===== src/rtl/tb_uart_pkg.sv =====
// Shared definitions for the serial-console monitor: receiver FSM state encoding,
// firmware checkpoint codes and the newline character.
package tb_uart_pkg;

  // Receiver FSM states; plain logic constants keep the encoding visible in waves.
  typedef logic [2:0] rx_state_t;
  localparam rx_state_t StIdle  = 3'd0;
  localparam rx_state_t StStart = 3'd1;
  localparam rx_state_t StData  = 3'd2;
  localparam rx_state_t StStop  = 3'd3;
  localparam rx_state_t StBreak = 3'd4;

  // Checkpoint codes written by firmware to mprj_io[31:16].
  localparam logic [15:0] CHK_STARTED = 16'hA000;
  localparam logic [15:0] CHK_PASSED  = 16'hAB00;

  localparam logic [7:0] ASCII_LF = 8'h0A;

endpackage


===== src/rtl/uart_rx_core.sv =====
// 8N1 UART receiver: 2-flop input synchronizer, mid-bit sampling FSM and shift register.
//   core_clk   system clock
//   core_rst   synchronous active-high reset
//   ser_rx     asynchronous serial line (idles high)
//   byte_data  last byte received with a good stop bit
//   byte_valid one-cycle strobe when byte_data updates
//   frame_err  one-cycle strobe when the stop bit is sampled low
//   busy       FSM is not idle
module uart_rx_core
  import tb_uart_pkg::*;
#(
  parameter int unsigned CLKS_PER_BIT = 4167
) (
  input  logic       core_clk,
  input  logic       core_rst,
  input  logic       ser_rx,
  output logic [7:0] byte_data,
  output logic       byte_valid,
  output logic       frame_err,
  output logic       busy
);

  localparam int unsigned BaudW = $clog2(CLKS_PER_BIT);
  localparam logic [BaudW-1:0] BitLast  = BaudW'(CLKS_PER_BIT - 1);
  localparam logic [BaudW-1:0] HalfLast = BaudW'(CLKS_PER_BIT / 2 - 1);

  logic            rx_meta_q, rx_s_q;
  rx_state_t       state_q, state_d;
  logic [BaudW-1:0] baud_q, baud_d;
  logic [2:0]      bit_idx_q, bit_idx_d;
  logic [7:0]      shift_q, shift_d;
  logic [7:0]      data_q, data_d;
  logic            valid_q, valid_d;
  logic            ferr_q, ferr_d;

  always_comb begin
    state_d   = state_q;
    baud_d    = baud_q;
    bit_idx_d = bit_idx_q;
    shift_d   = shift_q;
    data_d    = data_q;
    valid_d   = 1'b0;
    ferr_d    = 1'b0;
    case (state_q)
      StIdle: begin
        baud_d = '0;
        if (!rx_s_q) state_d = StStart;
      end
      StStart: begin
        if (baud_q == HalfLast) begin
          // Still low at mid start bit: a real character, otherwise a glitch.
          if (!rx_s_q) begin
            state_d   = StData;
            baud_d    = '0;
            bit_idx_d = '0;
          end else begin
            state_d = StIdle;
          end
        end else begin
          baud_d = baud_q + 1'b1;
        end
      end
      StData: begin
        if (baud_q == BitLast) begin
          baud_d    = '0;
          shift_d   = {rx_s_q, shift_q[7:1]};
          bit_idx_d = bit_idx_q + 3'd1;
          if (bit_idx_q == 3'd7) state_d = StStop;
        end else begin
          baud_d = baud_q + 1'b1;
        end
      end
      StStop: begin
        if (baud_q == BitLast) begin
          // Sampled mid stop bit; returning to idle here lets a start bit that
          // follows immediately be caught.
          baud_d = '0;
          if (rx_s_q) begin
            data_d  = shift_q;
            valid_d = 1'b1;
            state_d = StIdle;
          end else begin
            ferr_d  = 1'b1;
            state_d = StBreak;
          end
        end else begin
          baud_d = baud_q + 1'b1;
        end
      end
      StBreak: begin
        // Held-low line: only one frame error until the line recovers.
        if (rx_s_q) state_d = StIdle;
      end
      default: state_d = StIdle;
    endcase
  end

  always_ff @(posedge core_clk) begin
    if (core_rst) begin
      rx_meta_q <= 1'b1;
      rx_s_q    <= 1'b1;
      state_q   <= StIdle;
      baud_q    <= '0;
      bit_idx_q <= '0;
      shift_q   <= '0;
      data_q    <= '0;
      valid_q   <= 1'b0;
      ferr_q    <= 1'b0;
    end else begin
      rx_meta_q <= ser_rx;
      rx_s_q    <= rx_meta_q;
      state_q   <= state_d;
      baud_q    <= baud_d;
      bit_idx_q <= bit_idx_d;
      shift_q   <= shift_d;
      data_q    <= data_d;
      valid_q   <= valid_d;
      ferr_q    <= ferr_d;
    end
  end

  assign byte_data  = data_q;
  assign byte_valid = valid_q;
  assign frame_err  = ferr_q;
  assign busy       = (state_q != StIdle);

endmodule


===== config.mk =====
export PLATFORM = sky130hd
export DESIGN_NAME = uart_rx_core
export DESIGN_NICKNAME = d
export VERILOG_FILES = /design/src/rtl/tb_uart_pkg.sv /design/src/rtl/uart_rx_core.sv
export SDC_FILE = /design/constraint.sdc
export NUM_CORES = 1
export LEC_CHECK = 0
export BUFFER_PORTS_ARGS = -buffer_cell sky130_fd_sc_hd__buf_4
export CORE_ASPECT_RATIO = 0.6
export CORE_MARGIN = 4
export CORE_UTILIZATION = 30
export CTS_CLUSTER_DIAMETER = 40
export DETAILED_ROUTE_END_ITERATION = 12
export HOLD_SLACK_MARGIN = 0.05
export PLACE_DENSITY_LB_ADDON = 0.12
export SYNTH_ARGS = -nofsm -noshare
export SYNTH_HDL_FRONTEND = slang
export SYNTH_SLANG_ARGS = --single-unit

===== constraint.sdc =====
create_clock -name core_clk -period 1.9 [get_ports core_clk]
set_input_delay 0.285 -clock core_clk [delete_from_list [all_inputs] [get_ports core_clk]]
set_output_delay 0.285 -clock core_clk [all_outputs]
set_load 0.01 [all_outputs]

==> qor.yml, run 1 <==
sta:
  hold_viol: 0
  setup_viol: 0
  fmax_mhz: 549.6
  drv_slew: 0
  finalClockSkew_ns: 0.009890
  min_period_over_period: 0.9576
  max_slew_margin: 0.7593
  worstMarginPinSlew_ns: 0.3584
  finalCriticalPeriod_ns: 1.820
  hold_slack_ns: 0.1781
layout:
  multiInputGateArea_um2: 942.2
  seq_area_um2: 783.3
  n_fill_cell: 538
  diodes: 0
  nets: 231
  areaGrowthSynthToFinish_pct: 33.09
  layout-drive-gt1-share: 0.2756
  layoutNonFillerInstCount: 305
yosys:
  synthCells: 188
  synth_xor_area_frac: 0.04082
  synth.distinct_cells: 39
  syn_area_mm2: 0.001717
  synthSimpleGateAreaFrac: 0.2631
  synthMuxAreaShare: 0.09329
  synthAdderAreaFrac: 0.02915
  synth_top_family_by_area: "simple AND/OR/NAND/NOR gates"
  synth_edf_count: 0
  syn_avg_cell_area_um2: 9.131
  ys.warnings.count: 0
  synth_compound_area_frac: 0.08455
  yosysSeqAreaShare: 0.4548
  async_flop_share: 0
  synth_ff_type: "dfxtp_1"
  ys_ff_latch: 39
  syn-num-nets: 195
power:
  power_leakage_nw: 0.8873
  powerDensity_mw_per_mm2: 739.9
  irDropWorstVdd_v: 0.0002479
die:
  start_util: 0.3096
  ios: 14
  dieArea_mm2: 0.007036
  design.core.area_mm2: 0.005544
  fp.dieW_um: 105.7
  rows: 21
  die_h_um: 66.60
clock_network:
  cts_buffers: 5
  cts_tree: "done"
  cts_max_level: 2
  path_clk_slew_ns: 0.08
  clockRootBuffer: "clkbuf_8"
  clk_latency_ns: 0.30
  ctsHoldBuffers: 0
  cts_max_path_buffers: 2
  cts_sinks: 39
worst_setup_path:
  slowest_stage: "or4_1"
  crit_buf_inv: 1
  max_stage_delay_ns: 0.51
  end_kind: "flip-flop"
  cp_max_fo: 4
  r2r_cells: 7
  r2r_start: "baud_q[0]"
  critPathRequiredTime_ns: 2.12
  ff2ff_setup_slack_ns: 0.08
  crit_path_cell_trace: "inv_2 -> ha_4 -> nor4b_4 -> and4_1 -> a31o_1 -> or4_1 -> a31oi_1"
  critPathTopFamily: "simple AND/OR/NAND/NOR gates"
  critical_path_class: "reg2reg"
  crit_arrival_ns: 2.04
  crit_path_start_kind: "flip-flop"
  reg2reg_to: "baud_q[3]"
drt:
  drt-vias-per-instance: 4.905
  ant_nets: 0
  drt-total-wl_mm: 4.109
  dr.pass1.iters: 4
  drc: 0
  vias: 1496
  drt-wirelength-per-cell_um: 13.47
  first_iter_violations: 40
min_path:
  hold_start: "ser_rx"
  whs_path_depth: 2
  min_path_type: "in2reg"
  hold_end: "rx_meta_q"
global_routing:
  grt_overflow_total: 0
  grt_pass1_vias: 1366
  antenna_found_initial: 0
  grt_max_degree: 33
  grtUsageTotal: 0.1190
  grt_pass1_wl_mm: 6.610
job:
  cap_violations: 0
placement:
  port_buffers: 13
  finalWeightedCongestion: 0.8462
  dp_hpwl_mm: 2.818
  place_inst: 292
outcome:
  run_status: "completed"
## worst reg2reg max path, cell delays in order (launching register included)
cell and delay, ns:
dfxtp_2 0.34, inv_2 0.05, ha_4 0.14, nor4b_4 0.13, and4_1 0.19, a31o_1 0.22, or4_1 0.51, a31oi_1 0.16
## report_power, final
part	leakage, nW	total (W)	switching, W	internal, W
Combinational	0.506	0.0000424	0.0000255	0.0000169
Clock	0.0654	0.000825	0.000300	0.000525
Sequential	0.316	0.000823	0.00000331	0.000820
Total	0.887	0.00169	0.000329	0.00136
## per-layer routing
metal / GRT usage / routed length, um / vias to the layer above
li1: - / - / 740
met1: 0.1655 / 2073 / 727
met2: 0.1786 / 1845 / 25
met3: 0.02904 / 146 / 4
met4: 0.04362 / 43 / 0
met5: 0 / 0 / -
## flip-flops by register name, summed over array words and instances (netlist names)
register / cells
byte_data: 8
shift_q: 8
state_q: 3
rx_meta_q: 1
rx_s_q: 1
byte_valid: 1
frame_err: 1
baud_q: 13
bit_idx_q: 3
## cells in the final DEF (no fill, tap or decap), types with 2 or more instances in the layout
| cell type | count |
|---|---|
| nor2_1 | 31 |
| bufinv_16 | 2 |
| a31oi_1 | 4 |
| nand4b_1 | 2 |
| and3_1 | 2 |
| and4_1 | 3 |
| a21oi_1 | 6 |
| o21ai_1 | 2 |
| dfxtp_2 | 2 |
| clkbuf_8 | 5 |
| or4_1 | 2 |
| nand3_1 | 11 |
| nor3_2 | 2 |
| mux2i_1 | 15 |
| nand4_1 | 2 |
| xor2_1 | 4 |
| buf_4 | 36 |
| nand2_1 | 10 |
| nor3_1 | 3 |
| inv_2 | 2 |
| xnor2_1 | 4 |
| nor2b_1 | 3 |
| dfxtp_1 | 37 |
| nor3b_1 | 2 |
| or3_1 | 4 |
| o21ai_0 | 2 |
| a22oi_1 | 2 |
| or2_2 | 2 |
| ha_1 | 3 |
## kinds of logic (layout without fill, tap and decap cells)
logic type      Yosys count  in the layout
simple gates             86             86
flops                    39             39
compound gates           23             23
mux                      16             16
buf+inv                  12             49
xor+xnor                  8              8
fa+ha+maj                 4              4
## per-stage QoR
stage	worst slack, ns	utilization	total power [W]	setup TNS (ns)	instance area [um^2]
global route	-0.009184	0.4121	0.001762	-0.02140	2285
detailed placement	-0.01726	0.3663	0.0008795	-0.04016	2031
finish	0.08048	0.4121	0.001690	0	2285
CTS	0.03405	0.3918	0.001698	0	2172
global placement	0.03565	0.3663	0.0008795	0	2031
floorplan	0.01348	-	0.0008635	0	1718
## synthesized netlist by cell type, types with 2 or more instances
cell	instances	area, um^2
nor2_1	31	116.4
nand2_1	10	37.54
o21ai_0	3	15.01
inv_1	2	7.510
nor2b_1	3	18.77
or4_1	2	15.01
and4_1	4	35.03
a22oi_1	2	15.01
buf_2	2	10.01
xor2_1	4	35.03
or2_2	2	12.51
xnor2_1	4	35.03
nand4_1	2	12.51
dfxtp_1	39	780.8
clkbuf_1	5	18.77
nor3b_1	2	15.01
a21o_1	2	15.01
a31oi_1	5	31.28
ha_1	4	50.05
nand3_1	11	55.05
or3_1	4	25.02
nand4b_1	2	17.52
nor3_1	5	25.02
a21oi_1	6	30.03
mux2i_1	16	160.2
and3_1	3	18.77
## how the worst max path moves through the flow
| stage | start | end | slack, ns | cells past startpoint |
|---|---|---|---|---|
| floorplan | baud_q[0] | baud_q[4] | 0.01 | 8 |
| global placement | baud_q[0] | bit_idx_q[1] | 0.04 | 7 |
| detailed placement | baud_q[0] | bit_idx_q[1] | -0.02 | 7 |
| CTS | baud_q[0] | baud_q[3] | 0.03 | 7 |
| global route | baud_q[0] | byte_data[5] | -0.009 | 8 |
| finish | baud_q[0] | baud_q[3] | 0.08 | 7 |
## what timing repair did
action,CTS,global route
buffers inserted,0,4
hold endpoints to repair,0,0
endpoints found under the setup margin,3,29
pin swaps,0,7
cloned,0,1
resized for setup,1,15
## cell type report
type	count	area share
clock buffers	6	0.03176
clock inverters	2	0.02629
inverters	3	0.004929
multi-input cells	137	0.4124
flip-flops and latches	39	0.3428
well taps	80	0.04381
repair buffers	38	0.1380
Power figures use the tool's default switching activity.
==> run 2, diff against run 1 <==
- BUFFER_PORTS_ARGS: -buffer_cell sky130_fd_sc_hd__buf_4 -> -buffer_cell sky130_fd_sc_hd__buf_2
==> run 2 against run 1 <==
  * Final area down 3.7%
  * Setup slack worse by 0.013 ns
  * Die area unchanged
  * Worst hold slack worse by 0.0053 ns
  * Critical path type unchanged
  * Combinational power down 6.6%
  * Largest power group is now sequential cells
  * Core utilization down 1.5 points
  * Critical path depth up 1
  * Largest cell class unchanged
  * Routed wire length down 3.9%
==> qor.yml, run 2 (synthesis gave the netlist of run 1 again) <==
layout:
  diodes: 0  # unchanged
  areaGrowthSynthToFinish_pct: 28.21
  fin_area_mm2: 0.002201  # -3.7%
  postLayoutCoreUtil: 0.3970  # -0.01512
  nets: 227  # -1.7%
  layout_commonest_cell: "dfxtp_1"
  layout-drive-gt1-share: 0.2851  # +0.009512
  layout_common_cells: "dfxtp_1, nor2_1, buf_4"
  largest_reg_flops: 13  # unchanged
  regMostFlops: "baud_q"
die:
  dieArea_mm2: 0.007036  # unchanged
  die_h_um: 66.60  # unchanged
  fp.dieW_um: 105.7  # unchanged
  rows: 21  # unchanged
  design.core.area_mm2: 0.005544  # unchanged
  start_util: 0.3096  # unchanged
  ios: 14  # unchanged
drt:
  dr.pass1.iters: 4  # unchanged
  ant_nets: 0  # unchanged
  drt-total-wl_mm: 3.950  # -3.9%
  drc: 0  # unchanged
  vias: 1472  # -1.6%
  drt-wirelength-per-cell_um: 13.12  # -2.6%
  drt-vias-per-instance: 4.890  # -0.30%
  first_iter_violations: 71  # +78%
sta:
  finalClockSkew_ns: 0.01048  # +0.0005928 ns
  setup_viol: 0  # unchanged
  hold_slack_ns: 0.1728  # -0.005310 ns
  rsz0062_at_grt: "yes"
  hold_viol: 0  # unchanged
  worstMarginPinSlew_ns: 0.6151  # +0.2567 ns
  setup_slack_ns: 0.06710  # -0.01338 ns
  fmax_mhz: 545.6  # -0.73%
  max_slew_margin: 0.5899  # -0.1693
  min_period_over_period: 0.9647  # +0.007041
  tns_ns: 0  # unchanged
  finalCriticalPeriod_ns: 1.833  # +0.01338 ns
  drv_slew: 0  # unchanged
outcome:
  run_status: "completed"
global_routing:
  grtUsageTotal: 0.1155  # -0.003507
  grt_max_degree: 33  # unchanged
  antenna_found_initial: 0  # unchanged
  grt_pass1_vias: 1278  # -6.4%
  grt_overflow_total: 0  # unchanged
  grt_pass1_wl_mm: 6.299  # -4.7%
clock_network:
  cts_max_level: 2  # unchanged
  clockRootBuffer: "clkbuf_8"
  path_clk_slew_ns: 0.08  # about the same
  cts_max_path_buffers: 2  # unchanged
  cts_tree: "done"
  clk_latency_ns: 0.30  # about the same
  cts_sinks: 39  # unchanged
  ctsHoldBuffers: 0  # unchanged
  cts_buffers: 5  # unchanged
job:
  cap_violations: 0  # unchanged
worst_setup_path:
  crit_path_start_kind: "flip-flop"
  r2r_start: "baud_q[0]"
  cp_max_fo: 6  # +2
  critPathRequiredTime_ns: 2.13  # about the same
  crit_arrival_ns: 2.06  # +0.02 ns
  r2r_cells: 8  # +1
  reg2reg_to: "baud_q[1]"
  ff2ff_setup_slack_ns: 0.07  # about the same
  end_kind: "flip-flop"
  critical_path_class: "reg2reg"
placement:
  finalWeightedCongestion: 0.8455  # about the same
  port_buffers: 13  # unchanged
  dpl-instance-area_mm2: 0.001998  # -1.6%
  post-place-ws_ns: -0.03996  # -0.02270 ns
  dp_hpwl_mm: 2.851  # +1.2%
power:
  pwr-share-clk: 0.446  # -0.042
  comb_power_share: 0.025  # about the same
  powerDensity_mw_per_mm2: 707.4  # -4.4%
  pwr-share-seq: 0.529  # +0.042
  irDropWorstVdd_v: 0.0002448  # -1.2%
  power_leakage_nw: 0.8550  # -3.6%
  internal_power_w: 0.001224  # -10%
  p_sw_w: 0.0003329  # +1.3%
  p_sw_frac: 0.2138  # +0.01948
min_path:
  whs_path_depth: 2  # unchanged
  min_path_type: "in2reg"
  hold_start: "ser_rx"
  hold_end: "rx_meta_q"
[run 2: cell types whose count changed in the layout (fill, tap and decap cells not counted), sizes merged]
cell | before | now
bufinv | 2 | 1
clkinv | 0 | 2
buf | 37 | 34
clkbuf | 7 | 5
[run 2: power groups by stage]
| stage | clock network [W] | registers [W] | logic, W |
|---|---|---|---|
| finish | 0.000694 | 0.000823 | 0.0000396 |
| global route | 0.000760 | 0.000824 | 0.0000439 |
| CTS | 0.000720 | 0.000823 | 0.0000364 |
| detailed placement | 0 | 0.000842 | 0.0000363 |
| global placement | 0 | 0.000842 | 0.0000359 |
| floorplan | 0 | 0.000842 | 0.0000218 |
[run 2: layout make-up]
class                           instances  area [um^2]
Sequential cell                        39        783.3
Tap cell                               80        100.1
Multi-Input combinational cell        137        954.7
Clock buffer                            5        68.82
Inverter                                3        11.26
Fill cell                             546         3343
Timing Repair Buffer                   34        239.0
Clock inverter                          3        43.79
[run 2: timing repair]
item	CTS	global route
pin swaps	1	9
gates resized for setup	1	21
cloned	0	0
hold endpoints to repair	0	0
setup buffers	0	1
endpoints found under the setup margin	5	22
[run 2: critical path: stages, from the launching register on]
cell and delay, ns:
dfxtp_2 0.35, inv_2 0.05, ha_4 0.14, nor4b_4 0.13, and4_1 0.20, a31o_1 0.22
buf_6 0.15, or3_1 0.38, a21oi_2 0.15
[run 2: worst max-delay path by stage]
stage                     cells past startpoint            to  startpoint  slack [ns]
final                                         8     baud_q[1]   baud_q[0]        0.07
after global routing                          8     baud_q[4]   baud_q[0]       -0.03
after floorplan                               8     baud_q[4]   baud_q[0]        0.01
after global placement                        7  bit_idx_q[1]   baud_q[0]        0.02
after detailed placement                      7  bit_idx_q[2]   baud_q[0]       -0.04
after CTS                                     7  bit_idx_q[2]   baud_q[0]       0.005
[run 2: through the flow]
step	total power, W	instances
6_report	0.001557	301
5_1_grt	0.001628	301
4_1_cts	0.001579	300
3_5_place_dp	0.0008784	292
3_3_place_gp	0.0008779	292
2_1_floorplan	0.0008635	188
[run 2: per-layer routing]
layer | global-route usage | up-vias | routed length (um)
met5 | 0 | - | 0
met4 | 0.04847 | 0 | 78
met3 | 0.03291 | 8 | 208
met2 | 0.1579 | 35 | 1614
met1 | 0.1670 | 694 | 2049
li1 | - | 735 | -
